File: config.mk
export PLATFORM = sky130hd
export DESIGN_NAME = load_store_unit
export DESIGN_NICKNAME = d
export VERILOG_FILES = /design/src/rtl/load_store_unit.sv
export SDC_FILE = /design/constraint.sdc
export NUM_CORES = 1
export LEC_CHECK = 0
export BUFFER_PORTS_ARGS = -buffer_cell sky130_fd_sc_hd__buf_2
export CORE_UTILIZATION = 30
export CTS_CLUSTER_SIZE = 20
export DETAILED_ROUTE_END_ITERATION = 16
export PLACE_DENSITY = 0.56
export REMOVE_ABC_BUFFERS = 1
export SETUP_SLACK_MARGIN = 0.4
export SLEW_MARGIN = 40
export SYNTH_ARGS = -nofsm -noshare
export SYNTH_HDL_FRONTEND = slang
export SYNTH_SLANG_ARGS = --single-unit
File: constraint.sdc
create_clock -name clk -period 3.05 [get_ports clk]
set_input_delay 0 -clock clk [delete_from_list [all_inputs] [get_ports clk]]
set_output_delay 0 -clock clk [all_outputs]
set_load 0.005 [all_outputs]
File: src/rtl/load_store_unit.sv
// Load/store unit: checks RISC-V access alignment, drives a registered
// req/gnt/rvalid data-memory port and returns extended load data with a watchdog.
module load_store_unit #(
  parameter int ADDR_WIDTH     = 32,
  parameter int DATA_WIDTH     = 32,
  parameter int TIMEOUT_CYCLES = 255
) (
  input  logic                  clk,
  input  logic                  reset_n,
  input  logic                  req_valid,
  output logic                  req_ready,
  input  logic                  mem_read,
  input  logic                  mem_write,
  input  logic [2:0]            funct3,
  input  logic [ADDR_WIDTH-1:0] addr,
  input  logic [DATA_WIDTH-1:0] wdata,
  output logic                  resp_valid,
  output logic [DATA_WIDTH-1:0] rdata,
  output logic                  misaligned,
  output logic                  bus_timeout,
  output logic                  dmem_req,
  output logic                  dmem_we,
  output logic [ADDR_WIDTH-1:0] dmem_addr,
  output logic [3:0]            dmem_be,
  output logic [DATA_WIDTH-1:0] dmem_wdata,
  input  logic                  dmem_gnt,
  input  logic                  dmem_rvalid,
  input  logic [DATA_WIDTH-1:0] dmem_rdata,
  output logic [2:0]            dbg_state
);

  // Handshake: a request transfers on the rising edge where req_valid && req_ready
  // and at least one of mem_read/mem_write is set; dmem_req stays high until dmem_gnt.
  typedef enum logic [2:0] {
    S_IDLE = 3'd0,
    S_REQ  = 3'd1,
    S_WAIT = 3'd2,
    S_RESP = 3'd3,
    S_ERR  = 3'd4
  } state_e;

  localparam int CNT_W = $clog2(TIMEOUT_CYCLES + 1);
  localparam logic [CNT_W-1:0] CNT_LAST = CNT_W'(TIMEOUT_CYCLES - 1);

  state_e                  state_q, state_d;
  logic [CNT_W-1:0]        cnt_q, cnt_d;
  logic [1:0]              addr_lo_q, addr_lo_d;
  logic [2:0]              funct3_q, funct3_d;
  logic                    timeout_q, timeout_d;
  logic [DATA_WIDTH-1:0]   rdata_q, rdata_d;
  logic                    dmem_req_q, dmem_req_d;
  logic                    dmem_we_q, dmem_we_d;
  logic [ADDR_WIDTH-1:0]   dmem_addr_q, dmem_addr_d;
  logic [3:0]              dmem_be_q, dmem_be_d;
  logic [DATA_WIDTH-1:0]   dmem_wdata_q, dmem_wdata_d;

  logic                    accept;
  logic                    illegal;
  logic [3:0]              be_calc;
  logic [DATA_WIDTH-1:0]   wdata_calc;
  logic [7:0]              byte_sel;
  logic [15:0]             half_sel;
  logic [DATA_WIDTH-1:0]   load_ext;

  assign accept = req_valid && (state_q == S_IDLE) && (mem_read || mem_write);

  // funct3[1:0] encodes the size for both signed and unsigned forms.
  always_comb begin
    illegal = 1'b0;
    if (mem_read && mem_write) begin
      illegal = 1'b1;
    end else if (mem_read && ((funct3 == 3'd3) || (funct3[2:1] == 2'b11))) begin
      illegal = 1'b1;
    end else if (mem_write && (funct3 > 3'd2)) begin
      illegal = 1'b1;
    end else if ((funct3[1:0] == 2'b01) && addr[0]) begin
      illegal = 1'b1;
    end else if ((funct3[1:0] == 2'b10) && (addr[1:0] != 2'b00)) begin
      illegal = 1'b1;
    end
  end

  always_comb begin
    be_calc    = 4'b1111;
    wdata_calc = wdata;
    case (funct3[1:0])
      2'b00: begin
        be_calc    = 4'b0001 << addr[1:0];
        wdata_calc = {4{wdata[7:0]}};
      end
      2'b01: begin
        be_calc    = addr[1] ? 4'b1100 : 4'b0011;
        wdata_calc = {2{wdata[15:0]}};
      end
      default: begin
        be_calc    = 4'b1111;
        wdata_calc = wdata;
      end
    endcase
  end

  always_comb begin
    byte_sel = dmem_rdata[7:0];
    case (addr_lo_q)
      2'd0:    byte_sel = dmem_rdata[7:0];
      2'd1:    byte_sel = dmem_rdata[15:8];
      2'd2:    byte_sel = dmem_rdata[23:16];
      default: byte_sel = dmem_rdata[31:24];
    endcase
    half_sel = addr_lo_q[1] ? dmem_rdata[31:16] : dmem_rdata[15:0];
    case (funct3_q)
      3'd0:    load_ext = {{24{byte_sel[7]}}, byte_sel};
      3'd4:    load_ext = {24'd0, byte_sel};
      3'd1:    load_ext = {{16{half_sel[15]}}, half_sel};
      3'd5:    load_ext = {16'd0, half_sel};
      default: load_ext = dmem_rdata;
    endcase
  end

  always_comb begin
    state_d      = state_q;
    cnt_d        = cnt_q;
    addr_lo_d    = addr_lo_q;
    funct3_d     = funct3_q;
    timeout_d    = timeout_q;
    rdata_d      = rdata_q;
    dmem_req_d   = dmem_req_q;
    dmem_we_d    = dmem_we_q;
    dmem_addr_d  = dmem_addr_q;
    dmem_be_d    = dmem_be_q;
    dmem_wdata_d = dmem_wdata_q;
    case (state_q)
      S_IDLE: begin
        if (accept) begin
          cnt_d     = '0;
          addr_lo_d = addr[1:0];
          funct3_d  = funct3;
          if (illegal) begin
            state_d   = S_ERR;
            timeout_d = 1'b0;
            rdata_d   = '0;
          end else begin
            state_d      = S_REQ;
            dmem_req_d   = 1'b1;
            dmem_we_d    = mem_write;
            dmem_addr_d  = {addr[ADDR_WIDTH-1:2], 2'b00};
            dmem_be_d    = be_calc;
            dmem_wdata_d = wdata_calc;
          end
        end
      end
      S_REQ: begin
        cnt_d = cnt_q + 1'b1;
        if (dmem_gnt) begin
          dmem_req_d = 1'b0;
          state_d    = dmem_we_q ? S_RESP : S_WAIT;
        end else if (cnt_q == CNT_LAST) begin
          dmem_req_d = 1'b0;
          state_d    = S_ERR;
          timeout_d  = 1'b1;
          rdata_d    = '0;
        end
      end
      S_WAIT: begin
        cnt_d = cnt_q + 1'b1;
        if (dmem_rvalid) begin
          rdata_d = load_ext;
          state_d = S_RESP;
        end else if (cnt_q == CNT_LAST) begin
          state_d   = S_ERR;
          timeout_d = 1'b1;
          rdata_d   = '0;
        end
      end
      S_RESP:  state_d = S_IDLE;
      S_ERR:   state_d = S_IDLE;
      default: state_d = S_IDLE;
    endcase
  end

  always_ff @(posedge clk or negedge reset_n) begin
    if (!reset_n) begin
      state_q      <= S_IDLE;
      cnt_q        <= '0;
      addr_lo_q    <= 2'b00;
      funct3_q     <= 3'd0;
      timeout_q    <= 1'b0;
      rdata_q      <= '0;
      dmem_req_q   <= 1'b0;
      dmem_we_q    <= 1'b0;
      dmem_addr_q  <= '0;
      dmem_be_q    <= 4'b0000;
      dmem_wdata_q <= '0;
    end else begin
      state_q      <= state_d;
      cnt_q        <= cnt_d;
      addr_lo_q    <= addr_lo_d;
      funct3_q     <= funct3_d;
      timeout_q    <= timeout_d;
      rdata_q      <= rdata_d;
      dmem_req_q   <= dmem_req_d;
      dmem_we_q    <= dmem_we_d;
      dmem_addr_q  <= dmem_addr_d;
      dmem_be_q    <= dmem_be_d;
      dmem_wdata_q <= dmem_wdata_d;
    end
  end

  assign req_ready   = (state_q == S_IDLE);
  assign resp_valid  = (state_q == S_RESP) || (state_q == S_ERR);
  assign misaligned  = (state_q == S_ERR) && !timeout_q;
  assign bus_timeout = (state_q == S_ERR) && timeout_q;
  assign rdata       = rdata_q;
  assign dmem_req    = dmem_req_q;
  assign dmem_we     = dmem_we_q;
  assign dmem_addr   = dmem_addr_q;
  assign dmem_be     = dmem_be_q;
  assign dmem_wdata  = dmem_wdata_q;
  assign dbg_state   = state_q;

endmodule
==> results.sh <==
export IMPL_wl_per_cell_um=15.7
export IMPL_drv_cap=0
export IMPL_synth_ff_type="dfrtp_1"
export IMPL_drtAntennaViolNets=0
export IMPL_gp_congestion=0.813
export IMPL_ir_drop_mv=0.486
export IMPL_async_flop_share_pct=100
export IMPL_max_freq_mhz=400
export IMPL_p_sw_share_pct=35.5
export IMPL_critPathRequiredTime_ns=3.40
export IMPL_io_buffers=212
export IMPL_fin_crit_sh_pct=82.1
export IMPL_final_hold_violation_count=0
export IMPL_synthCells=500
export IMPL_sequentialPowerShare_pct=38.0
export IMPL_hold_path_class="input pin to register"
export IMPL_cp_max_fo=16
export IMPL_dp_hpwl_um=11100
export IMPL_clock_latency_ns=0.42
export IMPL_postCtsSetupRepairBufs=0
export IMPL_cp_end_kind="register"
export IMPL_power_density_nw_per_um2=853
export IMPL_syn_to_final_growth_pct=52.5
export IMPL_vias=5133
export IMPL_synth_edf_count=0
export IMPL_dp_cells=915
export IMPL_clockBufferDepth=2
export IMPL_p_leak_nw=4.10
export IMPL_final_cells=1050
export IMPL_die_area_sq_um=18800
export IMPL_cts_hold_repair_buffers=102
export IMPL_hold_start="dmem_rvalid"
export IMPL_layout_nets=915
export IMPL_p_clk_share_pct=26.8
export IMPL_yosysUniqueCellTypes=54
export IMPL_critPathSlowestCell="a311oi_4"
export IMPL_post_place_ws_ns=0.546
export IMPL_synth_area_per_cell_sq_um=11.0
export IMPL_cts_root_buf="clkbuf_16"
export IMPL_clk_pin_slew_ns=0.06
export IMPL_path_cells="nand2b_4 > or3b_1 > or3_4 > a311oi_4 > a221o_2"
export IMPL_avgViaCountPerCell=4.89
export IMPL_drt_initial_drc_count=151
export IMPL_r2r_slack_ns=0.55
export IMPL_yosys_area_top_type="dfrtp_1"
export IMPL_grt_use_total_pct=17.9
export IMPL_setup_ws_ns=0.547
export IMPL_outcome="complete, no violations"
export IMPL_arrival_ns=2.86
export IMPL_num_rows=49
export IMPL_critical_path_class="register to register"
export IMPL_synthesis_area_sq_um=5490
export IMPL_die_w_um=137
export IMPL_drive_gt1_share_pct=38.0
export IMPL_final_common_cell="buf_2"
export IMPL_core_area_sq_um=18000
export IMPL_final_cell_mix="buf_2 (211), dfrtp_1 (117), dlygate4sd3_1 (102)"
export IMPL_cp_startpoint="dbg_state[0]"
export IMPL_layout_min_cycle_time_ns=2.50
export IMPL_dr_pass1_iters=4
export IMPL_tightest_slew_ns=0.785
export IMPL_start_util_pct=30.5
export IMPL_max_stage_delay_ns=0.65
export IMPL_grt_max_degree=118
export IMPL_cts_tree="yes"
export IMPL_grt_setup_unrepaired="no"
export IMPL_ioPinCount=215
export IMPL_slew_viol_final=0
export IMPL_tns_ns=0
export IMPL_worst_r2r_startpoint="dbg_state[0]"
export IMPL_routed_wl_um=16500
export IMPL_grt_pass1_wl_um=26100
export IMPL_p_sw_w=0.00254
export IMPL_setup_viol=0
export IMPL_timing_rr_end="rdata[26]"
export IMPL_combPwrFrac_pct=35.3
export IMPL_cts_sinks=117
export IMPL_cts_buffers=17
export IMPL_die_y_um=137
export IMPL_p_int_w=0.00460
export IMPL_antenna_found_initial=1
export IMPL_ys_seq_area_share_pct=53.4
export IMPL_reg2reg_depth=5
export IMPL_h_tree_depth=4
export IMPL_cts_resized=0
export IMPL_first_global_vias=5246
export IMPL_finClkSkew_ns=0.0104
export IMPL_gr_total_overflow=0
export IMPL_netlist_area_leader_share_pct=53.4
export IMPL_yosysWarnings=0
export IMPL_cp_endpoint="rdata[26]"
export IMPL_synth_seq_cells=117
export IMPL_synth_area_leaders="dfrtp_1 (53%), mux2_2 (8.0%), nand2_1 (4.9%)"
export IMPL_remaining_drc_errors=0
export IMPL_relSlewSlack_pct=47.6
export IMPL_critPathLaunchType="register"
-- power groups by stage --
stage / combinational (W) / sequential, W / clock (W)
after CTS: 0.00253 / 0.00271 / 0.00196
final: 0.00252 / 0.00271 / 0.00191
after global placement: 0.00238 / 0.00269 / 0
after floorplan: 0.00118 / 0.00273 / 0
after detailed placement: 0.00243 / 0.00271 / 0
after global routing: 0.00281 / 0.00280 / 0.00203
-- layout make-up --
cell class / count / area, sq um
well taps: 229 / 287
flip-flops and latches: 117 / 2930
multi-input cells: 342 / 2390
repair buffers: 324 / 2180
fillers: 1636 / 9590
inverters: 5 / 18.8
clock inverters: 15 / 135
diodes: 1 / 2.50
clock buffers: 17 / 425
-- worst max-delay path, delay by kind of cell, from the launching register on --
kind | cells | cell delay [ns]
DFF | 1 | 0.47
and+or+nand+nor | 3 | 1.09
AOI/OAI and AO/OA | 2 | 0.87
-- per-layer routing --
metal	routed length (um)	track usage (%)	share of wire (%)	vias to the layer above
li1	-	-	-	2443
met1	7190	21.9	43	2459
met2	7860	30.0	48	219
met3	1340	5.92	8.1	12
met4	148	5.25	0.90	0
met5	0	0	0	-
-- cells by family after synthesis --
group           after synthesis  share of synthesized area [%]
xor+xnor                      2                          0.319
other cells                   1                         0.0683
flops                       117                           53.4
mux                          65                           13.0
compound gates              147                           18.9
fa+ha+maj                     2                          0.456
buf+inv                      42                           3.35
simple gates                124                           10.6
-- how the worst min path moves through the flow --
stage	to	slack (ns)	cells past startpoint
floorplan	addr_lo_q[0]	-0.30	0
global placement	rdata[3]	0.14	2
detailed placement	rdata[3]	0.16	2
CTS	dbg_state[2]	0.05	5
global route	dbg_state[2]	0.13	5
finish	dbg_state[2]	0.07	5
-- Yosys cell counts, types with 6 or more instances --
library cell / number
buf_1: 6
nand2_1: 71
a22o_1: 8
o21ai_0: 45
mux2_2: 39
nor2_1: 16
nor2b_1: 7
dfrtp_1: 117
mux2i_1: 25
a21o_1: 7
a221o_1: 8
clkbuf_1: 21
a221o_2: 12
o2bb2ai_1: 8
a21oi_1: 28
-- flip-flops by register name, indices dropped and copies added (netlist names) --
register	count
cnt_q	8
dmem_wdata	32
dmem_we	1
dmem_req	1
timeout_q	1
dmem_be	4
addr_lo_q	2
funct3_q	3
dmem_addr	30
rdata	32
dbg_state	3
-- per-stage QoR --
stage	hold WS, ns	power (W)	area (sq um)	utilization (%)
4_1_cts	0.0514	0.00720	8370	46.6
6_report	0.0734	0.00714	8370	46.6
3_5_place_dp	0.158	0.00514	6790	37.8
5_1_grt	0.127	0.00764	8370	46.6
3_3_place_gp	0.140	0.00506	6780	37.8
2_1_floorplan	-0.296	0.00390	5330	-
Note: power is estimated with default switching activity, not from simulation.
